### config.mk
export PLATFORM = sky130hd
export DESIGN_NAME = sfifo_rr_drain_flat
export DESIGN_NICKNAME = d
export VERILOG_FILES = /design/src/rtl/sfifo_rr_drain_pkg.sv /design/src/rtl/sfifo_rr_drain_if.sv /design/src/rtl/sfifo_rr_drain_rr_pick.sv /design/src/rtl/sfifo_rr_drain.sv /design/src/flat_wrapper.sv
export SDC_FILE = /design/constraint.sdc
export NUM_CORES = 1
export LEC_CHECK = 0
export BUFFER_PORTS_ARGS = -buffer_cell sky130_fd_sc_hd__buf_2
export CAP_MARGIN = 0
export CORE_ASPECT_RATIO = 1.2
export CORE_MARGIN = 2
export CORE_UTILIZATION = 32
export CTS_BUF_LIST = sky130_fd_sc_hd__clkbuf_16
export DETAILED_ROUTE_END_ITERATION = 8
export GPL_ROUTABILITY_DRIVEN = 0
export PLACE_DENSITY = 0.69
export SLEW_MARGIN = 5
export SYNTH_ARGS = -nofsm -noshare
export SYNTH_HDL_FRONTEND = slang
export SYNTH_SLANG_ARGS = --single-unit
export TNS_END_PERCENT = 100
### constraint.sdc
create_clock -name clk -period 2.4 [get_ports clk]
set_input_delay 0.48 -clock clk [delete_from_list [all_inputs] [get_ports clk]]
set_output_delay 0.48 -clock clk [all_outputs]
set_load 0.02 [all_outputs]
### src/rtl/sfifo_rr_drain_pkg.sv
// ---------------------------------------------------------------------------
// sfifo_rr_drain_pkg
//
// Purpose: shared types and helpers for the sfifo_rr_drain slice. It holds
// the lock FSM state encoding, the default channel count and word width, the
// channel-index width helper, and the EOP bit position helper.
//
// Contents:
//   drainState_e : IDLE (0) = arbitrating, LOCKED (1) = inside a packet
//   DEF_NCH      : default number of input channels
//   DEF_WIDTH    : default word width (MSB is the EOP flag)
//   chanBits()   : width of a channel index, clog2(n) with a floor of 1
//   eopBit()     : bit position of the EOP flag inside a word
// ---------------------------------------------------------------------------
package sfifo_rr_drain_pkg;

  typedef enum logic {
    IDLE   = 1'b0,
    LOCKED = 1'b1
  } drainState_e;

  localparam int DEF_NCH   = 4;
  localparam int DEF_WIDTH = 16;

  // A single channel still needs a 1-bit index so port widths never collapse.
  function automatic int chanBits(input int n);
    return (n <= 1) ? 1 : $clog2(n);
  endfunction

  function automatic int eopBit(input int width);
    return width - 1;
  endfunction

endpackage

### src/rtl/sfifo_rr_drain_if.sv
// ---------------------------------------------------------------------------
// sfifo_rr_drain_if
//
// Purpose: bundles the upstream FIFO-array signals and the downstream
// valid/ready output of the drain stage into one interface.
//
// Signals:
//   fifo_empty [NCH]        per-channel empty flag from the 1-deep FIFOs
//   fifo_dout  [NCH*WIDTH]  per-channel head word, channel i at [i*WIDTH +: WIDTH]
//   fifo_rd    [NCH]        per-channel pop strobe (one-hot or zero)
//   out_valid               output register holds a word
//   out_data   [WIDTH]      forwarded word, EOP in the MSB
//   out_src    [NCH_BITS]   channel the forwarded word came from
//   out_ready               downstream accepts the word this cycle
//
// Modports:
//   master : the drain stage (drives fifo_rd and the out_* register)
//   slave  : the environment (FIFO array plus downstream consumer)
// ---------------------------------------------------------------------------
interface sfifo_rr_drain_if
  import sfifo_rr_drain_pkg::*;
#(
  parameter int NCH      = DEF_NCH,
  parameter int WIDTH    = DEF_WIDTH,
  parameter int NCH_BITS = chanBits(NCH)
);

  logic [NCH-1:0]       fifo_empty;
  logic [NCH*WIDTH-1:0] fifo_dout;
  logic [NCH-1:0]       fifo_rd;
  logic                 out_valid;
  logic [WIDTH-1:0]     out_data;
  logic [NCH_BITS-1:0]  out_src;
  logic                 out_ready;

  modport master (
    input  fifo_empty, fifo_dout, out_ready,
    output fifo_rd, out_valid, out_data, out_src
  );

  modport slave (
    output fifo_empty, fifo_dout, out_ready,
    input  fifo_rd, out_valid, out_data, out_src
  );

endinterface

### src/rtl/sfifo_rr_drain_rr_pick.sv
// ---------------------------------------------------------------------------
// sfifo_rr_drain_rr_pick
//
// Purpose: purely combinational rotate-priority picker. Starting at i_ptr
// and wrapping from NCH-1 back to 0, it returns the first requesting index.
// Nothing here is specific to the drain stage, so other arbiters can reuse it.
//
// Ports:
//   i_req   [NCH]       request vector, bit i = requester i wants service
//   i_ptr   [NCH_BITS]  highest-priority index for this pick (< NCH)
//   o_grant [NCH_BITS]  chosen index (0 when nothing requests)
//   o_valid             at least one request was present
// ---------------------------------------------------------------------------
module sfifo_rr_drain_rr_pick #(
  parameter int NCH      = 4,
  parameter int NCH_BITS = 2
) (
  input  logic [NCH-1:0]      i_req,
  input  logic [NCH_BITS-1:0] i_ptr,
  output logic [NCH_BITS-1:0] o_grant,
  output logic                o_valid
);

  logic [2*NCH-1:0]  w_reqDouble;
  logic [NCH-1:0]    w_reqRotated;
  logic [NCH_BITS:0] w_sum;

  // Doubling the request vector turns the wrap-around search into a plain
  // right shift: bit k of the rotated vector is requester (i_ptr + k) mod NCH.
  assign w_reqDouble  = {i_req, i_req};
  assign w_reqRotated = NCH'(w_reqDouble >> i_ptr);

  // Walk the offsets from the far end down to 0 so the smallest offset, the
  // one closest to the pointer, is the last writer and therefore wins.
  always_comb begin
    o_grant = '0;
    o_valid = 1'b0;
    w_sum   = '0;
    for (int k = NCH - 1; k >= 0; k--) begin
      if (w_reqRotated[k]) begin
        w_sum = {1'b0, i_ptr} + (NCH_BITS + 1)'(k);
        if (w_sum >= (NCH_BITS + 1)'(NCH)) begin
          w_sum = w_sum - (NCH_BITS + 1)'(NCH);
        end
        o_grant = w_sum[NCH_BITS-1:0];
        o_valid = 1'b1;
      end
    end
  end

endmodule

### src/rtl/sfifo_rr_drain.sv
// ---------------------------------------------------------------------------
// sfifo_rr_drain
//
// Purpose: packet-aware round-robin drain stage for an array of 1-deep
// FIFOs. It pops one word per cycle from a chosen channel and forwards it
// through a single registered valid/ready output, tagged with its source
// channel. Once a channel wins, the grant stays locked to it until the
// packet's EOP word (MSB set) has been popped, and then the round-robin
// pointer moves to the next channel.
//
// Ports:
//   clk   single clock, every state update on its rising edge
//   rst   synchronous, active-high reset
//   bus   sfifo_rr_drain_if.master
//           fifo_empty / fifo_dout in,  fifo_rd out (combinational)
//           out_valid / out_data / out_src out (registered), out_ready in
// ---------------------------------------------------------------------------
module sfifo_rr_drain
  import sfifo_rr_drain_pkg::*;
#(
  parameter int NCH      = DEF_NCH,
  parameter int WIDTH    = DEF_WIDTH,
  parameter int NCH_BITS = chanBits(NCH)
) (
  input  logic             clk,
  input  logic             rst,
  sfifo_rr_drain_if.master bus
);

  localparam int                  EOP_POS = eopBit(WIDTH);
  localparam logic [NCH_BITS-1:0] LAST_CH = NCH_BITS'(NCH - 1);

  drainState_e         r_state;
  drainState_e         w_stateNext;
  logic [NCH_BITS-1:0] r_lockCh;
  logic [NCH_BITS-1:0] w_lockChNext;
  logic [NCH_BITS-1:0] r_rrPtr;
  logic [NCH_BITS-1:0] w_rrPtrNext;

  logic                r_outValid;
  logic [WIDTH-1:0]    r_outData;
  logic [NCH_BITS-1:0] r_outSrc;

  logic                w_slotFree;
  logic                w_pickValid;
  logic [NCH_BITS-1:0] w_pickCh;
  logic                w_pop;
  logic [NCH_BITS-1:0] w_popCh;
  logic [WIDTH-1:0]    w_popWord;
  logic                w_popEop;
  logic [NCH-1:0]      w_rd;
  logic [WIDTH-1:0]    w_chWord [NCH];

  for (genvar g = 0; g < NCH; g++) begin : g_chWord
    assign w_chWord[g] = bus.fifo_dout[g*WIDTH +: WIDTH];
  end

  // The output register can take a new word when it is empty or when its
  // current word leaves this cycle; this is the direct out_ready -> fifo_rd path.
  assign w_slotFree = ~r_outValid | bus.out_ready;

  sfifo_rr_drain_rr_pick #(
    .NCH      (NCH),
    .NCH_BITS (NCH_BITS)
  ) u_rrPick (
    .i_req   (~bus.fifo_empty),
    .i_ptr   (r_rrPtr),
    .o_grant (w_pickCh),
    .o_valid (w_pickValid)
  );

  // Pop decision. While idle the picker's choice is used; while locked only
  // the locked channel is looked at, so other channels cannot sneak in
  // mid-packet. Reset gates every pop strobe.
  always_comb begin
    w_pop   = 1'b0;
    w_popCh = r_lockCh;
    if (!rst) begin
      case (r_state)
        IDLE: begin
          if (w_slotFree && w_pickValid) begin
            w_pop   = 1'b1;
            w_popCh = w_pickCh;
          end
        end
        LOCKED: begin
          if (w_slotFree && !bus.fifo_empty[r_lockCh]) begin
            w_pop = 1'b1;
          end
        end
        default: begin
          w_pop = 1'b0;
        end
      endcase
    end
  end

  assign w_popWord = w_chWord[w_popCh];
  assign w_popEop  = w_popWord[EOP_POS];

  always_comb begin
    w_rd = '0;
    if (w_pop) begin
      w_rd[w_popCh] = 1'b1;
    end
  end

  assign bus.fifo_rd = w_rd;

  // Lock FSM next state. An EOP pop always ends up in IDLE with the pointer
  // just past the channel that finished, whether the packet was a single
  // word (never locked) or a multi-word one; in LOCKED w_popCh == r_lockCh.
  always_comb begin
    w_stateNext  = r_state;
    w_lockChNext = r_lockCh;
    w_rrPtrNext  = r_rrPtr;
    if (w_pop) begin
      if (w_popEop) begin
        w_stateNext = IDLE;
        w_rrPtrNext = (w_popCh == LAST_CH) ? '0 : w_popCh + 1'b1;
      end else if (r_state == IDLE) begin
        w_stateNext  = LOCKED;
        w_lockChNext = w_popCh;
      end
    end
  end

  always_ff @(posedge clk) begin
    if (rst) begin
      r_state  <= IDLE;
      r_lockCh <= '0;
      r_rrPtr  <= '0;
    end else begin
      r_state  <= w_stateNext;
      r_lockCh <= w_lockChNext;
      r_rrPtr  <= w_rrPtrNext;
    end
  end

  // Output register: a pop always reloads it (back-to-back when out_ready is
  // high); without a pop, an accepted word empties it and a stalled word is
  // held untouched.
  always_ff @(posedge clk) begin
    if (rst) begin
      r_outValid <= 1'b0;
      r_outData  <= '0;
      r_outSrc   <= '0;
    end else if (w_pop) begin
      r_outValid <= 1'b1;
      r_outData  <= w_popWord;
      r_outSrc   <= w_popCh;
    end else if (bus.out_ready) begin
      r_outValid <= 1'b0;
    end
  end

  assign bus.out_valid = r_outValid;
  assign bus.out_data  = r_outData;
  assign bus.out_src   = r_outSrc;

endmodule

### src/flat_wrapper.sv
// flat-port wrapper written by rule: the top's interface ports become plain ports
module sfifo_rr_drain_flat import sfifo_rr_drain_pkg::*;
#(
  parameter int NCH      = DEF_NCH,
  parameter int WIDTH    = DEF_WIDTH,
  parameter int NCH_BITS = chanBits(NCH)
)
  (clk, rst, bus_fifo_empty, bus_fifo_dout, bus_out_ready, bus_fifo_rd, bus_out_valid, bus_out_data, bus_out_src);
  sfifo_rr_drain_if #(.NCH(NCH), .WIDTH(WIDTH), .NCH_BITS(NCH_BITS)) bus_i ();
  input  logic clk;
  input  logic rst;
  input wire logic [$bits(bus_i.fifo_empty)-1:0] bus_fifo_empty;
  input wire logic [$bits(bus_i.fifo_dout)-1:0] bus_fifo_dout;
  input wire logic [$bits(bus_i.out_ready)-1:0] bus_out_ready;
  output wire logic [$bits(bus_i.fifo_rd)-1:0] bus_fifo_rd;
  output wire logic [$bits(bus_i.out_valid)-1:0] bus_out_valid;
  output wire logic [$bits(bus_i.out_data)-1:0] bus_out_data;
  output wire logic [$bits(bus_i.out_src)-1:0] bus_out_src;
  assign bus_i.fifo_empty = bus_fifo_empty;
  assign bus_i.fifo_dout = bus_fifo_dout;
  assign bus_i.out_ready = bus_out_ready;
  assign bus_fifo_rd = bus_i.fifo_rd;
  assign bus_out_valid = bus_i.out_valid;
  assign bus_out_data = bus_i.out_data;
  assign bus_out_src = bus_i.out_src;
  sfifo_rr_drain #(.NCH(NCH), .WIDTH(WIDTH), .NCH_BITS(NCH_BITS)) u_core (.clk(clk), .rst(rst), .bus(bus_i));
endmodule
==> impl_metrics.json <==
{
  "root_buffer": "clkbuf_16",
  "dpl.cell_count": 347,
  "crit_type": "input port to primary output",
  "antenna_found_initial": 0,
  "synth_flop_cell": "dfxtp_1",
  "hold_viol_final": 0,
  "wl_per_cell_um": 13.12,
  "synth-edff-count": 0,
  "htreeDepth": 1,
  "leakage_uw": 0.001348,
  "synth_seq_cells": 24,
  "synth_area_leader_cell": "dfxtp_1",
  "drtIter0Drc": 60,
  "reg2reg_from": "u_core.r_lockCh[1]",
  "setup_tns_ns": -0.2556,
  "grt_max_degree": 21,
  "holdPathStages": 2,
  "grt_pass1_wl_um": 7935,
  "grt.total_usage_pct": 16.15,
  "start_util_pct": 33.40,
  "startpoint_type": "input port",
  "instances_no_fill": 352,
  "final.setup.worst_slack_ns": -0.07212,
  "yosysWarnings": 0,
  "cts_tree": "built",
  "postSynthCellCount": 177,
  "cts.path.max_buffers": 2,
  "hold_path_class": "register to register",
  "final_util_pct": 51.48,
  "holdBufCountCts": 0,
  "final_layout_size_suffix_gt1_share_pct": 53.77,
  "die_x_um": 69.78,
  "finalSetupViolCount": 4,
  "finalPower_uw": 1799,
  "powerDensity_mw_per_mm2": 702.2,
  "async_flop_share_pct": 0,
  "period_needed_ns": 2.472,
  "reg2regPathDepth": 6,
  "hold_ws_ns": 0.4614,
  "status": "finished, violations left",
  "fp.dieH_um": 82.94,
  "ys_seq_area_share_pct": 28.92,
  "worst_setup_path_end_kind": "primary output",
  "violations": "setup timing",
  "synth.net_count": 252,
  "grt_pass1_vias": 1796,
  "avgSynthCellArea_um2": 9.388,
  "required_ns": 1.92,
  "rows": 28,
  "wirelength_um": 4617,
  "cp.arrival_ns": 1.99,
  "rrSetupSlack_ns": 0.34,
  "syn2layout_area_growth_pct": 54.14,
  "pin_count": 94,
  "synthTopCellsByArea": "dfxtp_1 29%, mux2i_1 19%, nand2_1 5.6%, o221ai_2 5.4%, o221ai_1 5.3%",
  "synth_top_area_share_pct": 28.92,
  "via_count": 1739,
  "slew-limit-headroom_pct": 58.56,
  "slew_violations": 0,
  "clkTransAtPathRegs_ns": 0.06,
  "die_area_mm2": 0.005787,
  "cts_num_sinks": 24,
  "dp_hpwl_um": 3689,
  "syn_area_mm2": 0.001662,
  "ant_nets": 0,
  "skew_ns": 0.003625,
  "cp_max_fo": 3,
  "r2r-end": "u_core.r_rrPtr[0]",
  "port_buffers": 93,
  "synth_cell_types": 42,
  "antenna_cells": 0,
  "drcViolationCount": 0,
  "hold_path_startpoint": "u_core.bus.out_data[8]",
  "worst_pin_slew_ns": 0.6210,
  "rsz0062_at_grt": "true",
  "hold_end": "u_core.bus.out_data[8]",
  "fmax_ghz": 0.4045,
  "coreArea_mm2": 0.004975,
  "firstDrtPassIters": 4,
  "drv_cap": 0,
  "cts_buffers": 3,
  "grt-ovfl-total": 0,
  "viasPerCell": 4.940,
  "vdd_drop_max_mv": 0.3990,
  "clkLatencyLatePin_ns": 0.26,
  "nets": 368,
  "final.period_utilization_pct": 103.0
}
[worst max-delay path, cell delays in order]
cell,delay [ns]
buf_6,0.09
a41o_1,0.26
or3_4,0.37
nor3_4,0.27
a21oi_4,0.07
inv_2,0.07
ha_2,0.15
and2_4,0.13
buf_6,0.11
[metal layers]
metal,vias to the layer above,track usage (%),share of wire [%]
met5,-,0,0
met4,0,2.098,0
met3,0,3.519,6.5
met2,68,31.08,53
met1,773,18.35,41
li1,898,-,-
[cell usage after synthesis, drive strengths merged, types with 2 or more instances]
master / count
inv: 4
mux2i: 32
nand2: 25
dfxtp: 24
nor2b: 4
nor2: 11
nand3: 5
nand2b: 3
o21ai: 5
nor3: 4
a21oi: 9
o221ai: 16
a211oi: 2
a311oi: 2
buf: 7
and2: 4
ha: 4
[report_power, final]
group	total, µW	switching, µW	internal, µW	leakage [µW]
registers	528	45.0	483	0.000200
clock network	475	144	331	0.0000511
logic	796	423	372	0.00110
total	1800	612	1190	0.00135
[worst max path at each step]
stage,start,endpoint,slack (ns)
5_1_grt,bus_fifo_empty[1],bus_fifo_rd[2],-0.13
3_3_place_gp,bus_fifo_empty[0],bus_fifo_rd[3],-0.15
4_1_cts,bus_fifo_empty[1],bus_fifo_rd[2],-0.03
3_5_place_dp,bus_fifo_empty[0],bus_fifo_rd[3],-0.21
2_1_floorplan,rst,bus_fifo_rd[0],0.002
6_report,bus_fifo_empty[1],bus_fifo_rd[2],-0.07
[area by class of cell]
| cell class | instances | area (µm²) |
|---|---|---|
| Clock inverter | 1 | 30.03 |
| Tap cell | 60 | 75.07 |
| Fill cell | 467 | 2414 |
| Clock buffer | 3 | 75.07 |
| Sequential cell | 24 | 485.5 |
| Inverter | 4 | 15.01 |
| Timing Repair Buffer | 119 | 710.7 |
| Multi-Input combinational cell | 141 | 1170 |
[metrics by stage]
stage	setup slack (ns)	area, µm²
final	-0.07212	2561
after global routing	-0.1267	2561
after CTS	-0.03317	2537
after detailed placement	-0.2149	2323
after global placement	-0.1451	2323
after floorplan	0.002121	1662
[flip-flops by register name, summed over array words and instances, names as in the netlist]
signal and count:
u_core.bus.out_valid 1, u_core.r_rrPtr 2, u_core.bus.out_data 16, u_core.bus.out_src 2
u_core.r_lockCh 2, u_core.r_state 1
[kinds of logic (layout without fill, tap and decap cells)]
logic type / Yosys count / count (layout) / share of synthesized area [%]
AND/OR/NAND/NOR: 61 / 61 / 18.37
buffers and inverters: 12 / 127 / 5.120
adder cells (fa/ha/maj): 4 / 4 / 3.012
multiplexers: 34 / 34 / 21.31
AO/OA/AOI/OAI: 42 / 42 / 23.27
flip-flops: 24 / 24 / 28.92
[what timing repair did]
| action | 4_1_cts | 5_1_grt |
|---|---|---|
| resized for setup | 30 | 2 |
| endpoints found under the hold margin | 0 | 0 |
| pin swaps | 7 | 5 |
| setup endpoints to repair | 4 | 6 |
| buffers inserted | 0 | 1 |
[layout by cell type, fill, tap and decap left out, types with 3 or more instances in the layout]
cell / netlist / final
nor2b_1: 4 / 4
inv_1: 4 / 3
o21ai_0: 3 / 3
nor2_1: 11 / 10
mux2i_1: 32 / 32
ha_2: 0 / 3
and2_4: 0 / 4
buf_6: 1 / 6
o221ai_2: 6 / 6
a21oi_1: 8 / 6
buf_4: 2 / 25
nand2_1: 25 / 24
clkbuf_16: 0 / 3
nand3_1: 4 / 4
o221ai_1: 10 / 10
dfxtp_1: 24 / 22
buf_2: 2 / 87
Note: power is estimated with default switching activity, not from simulation.
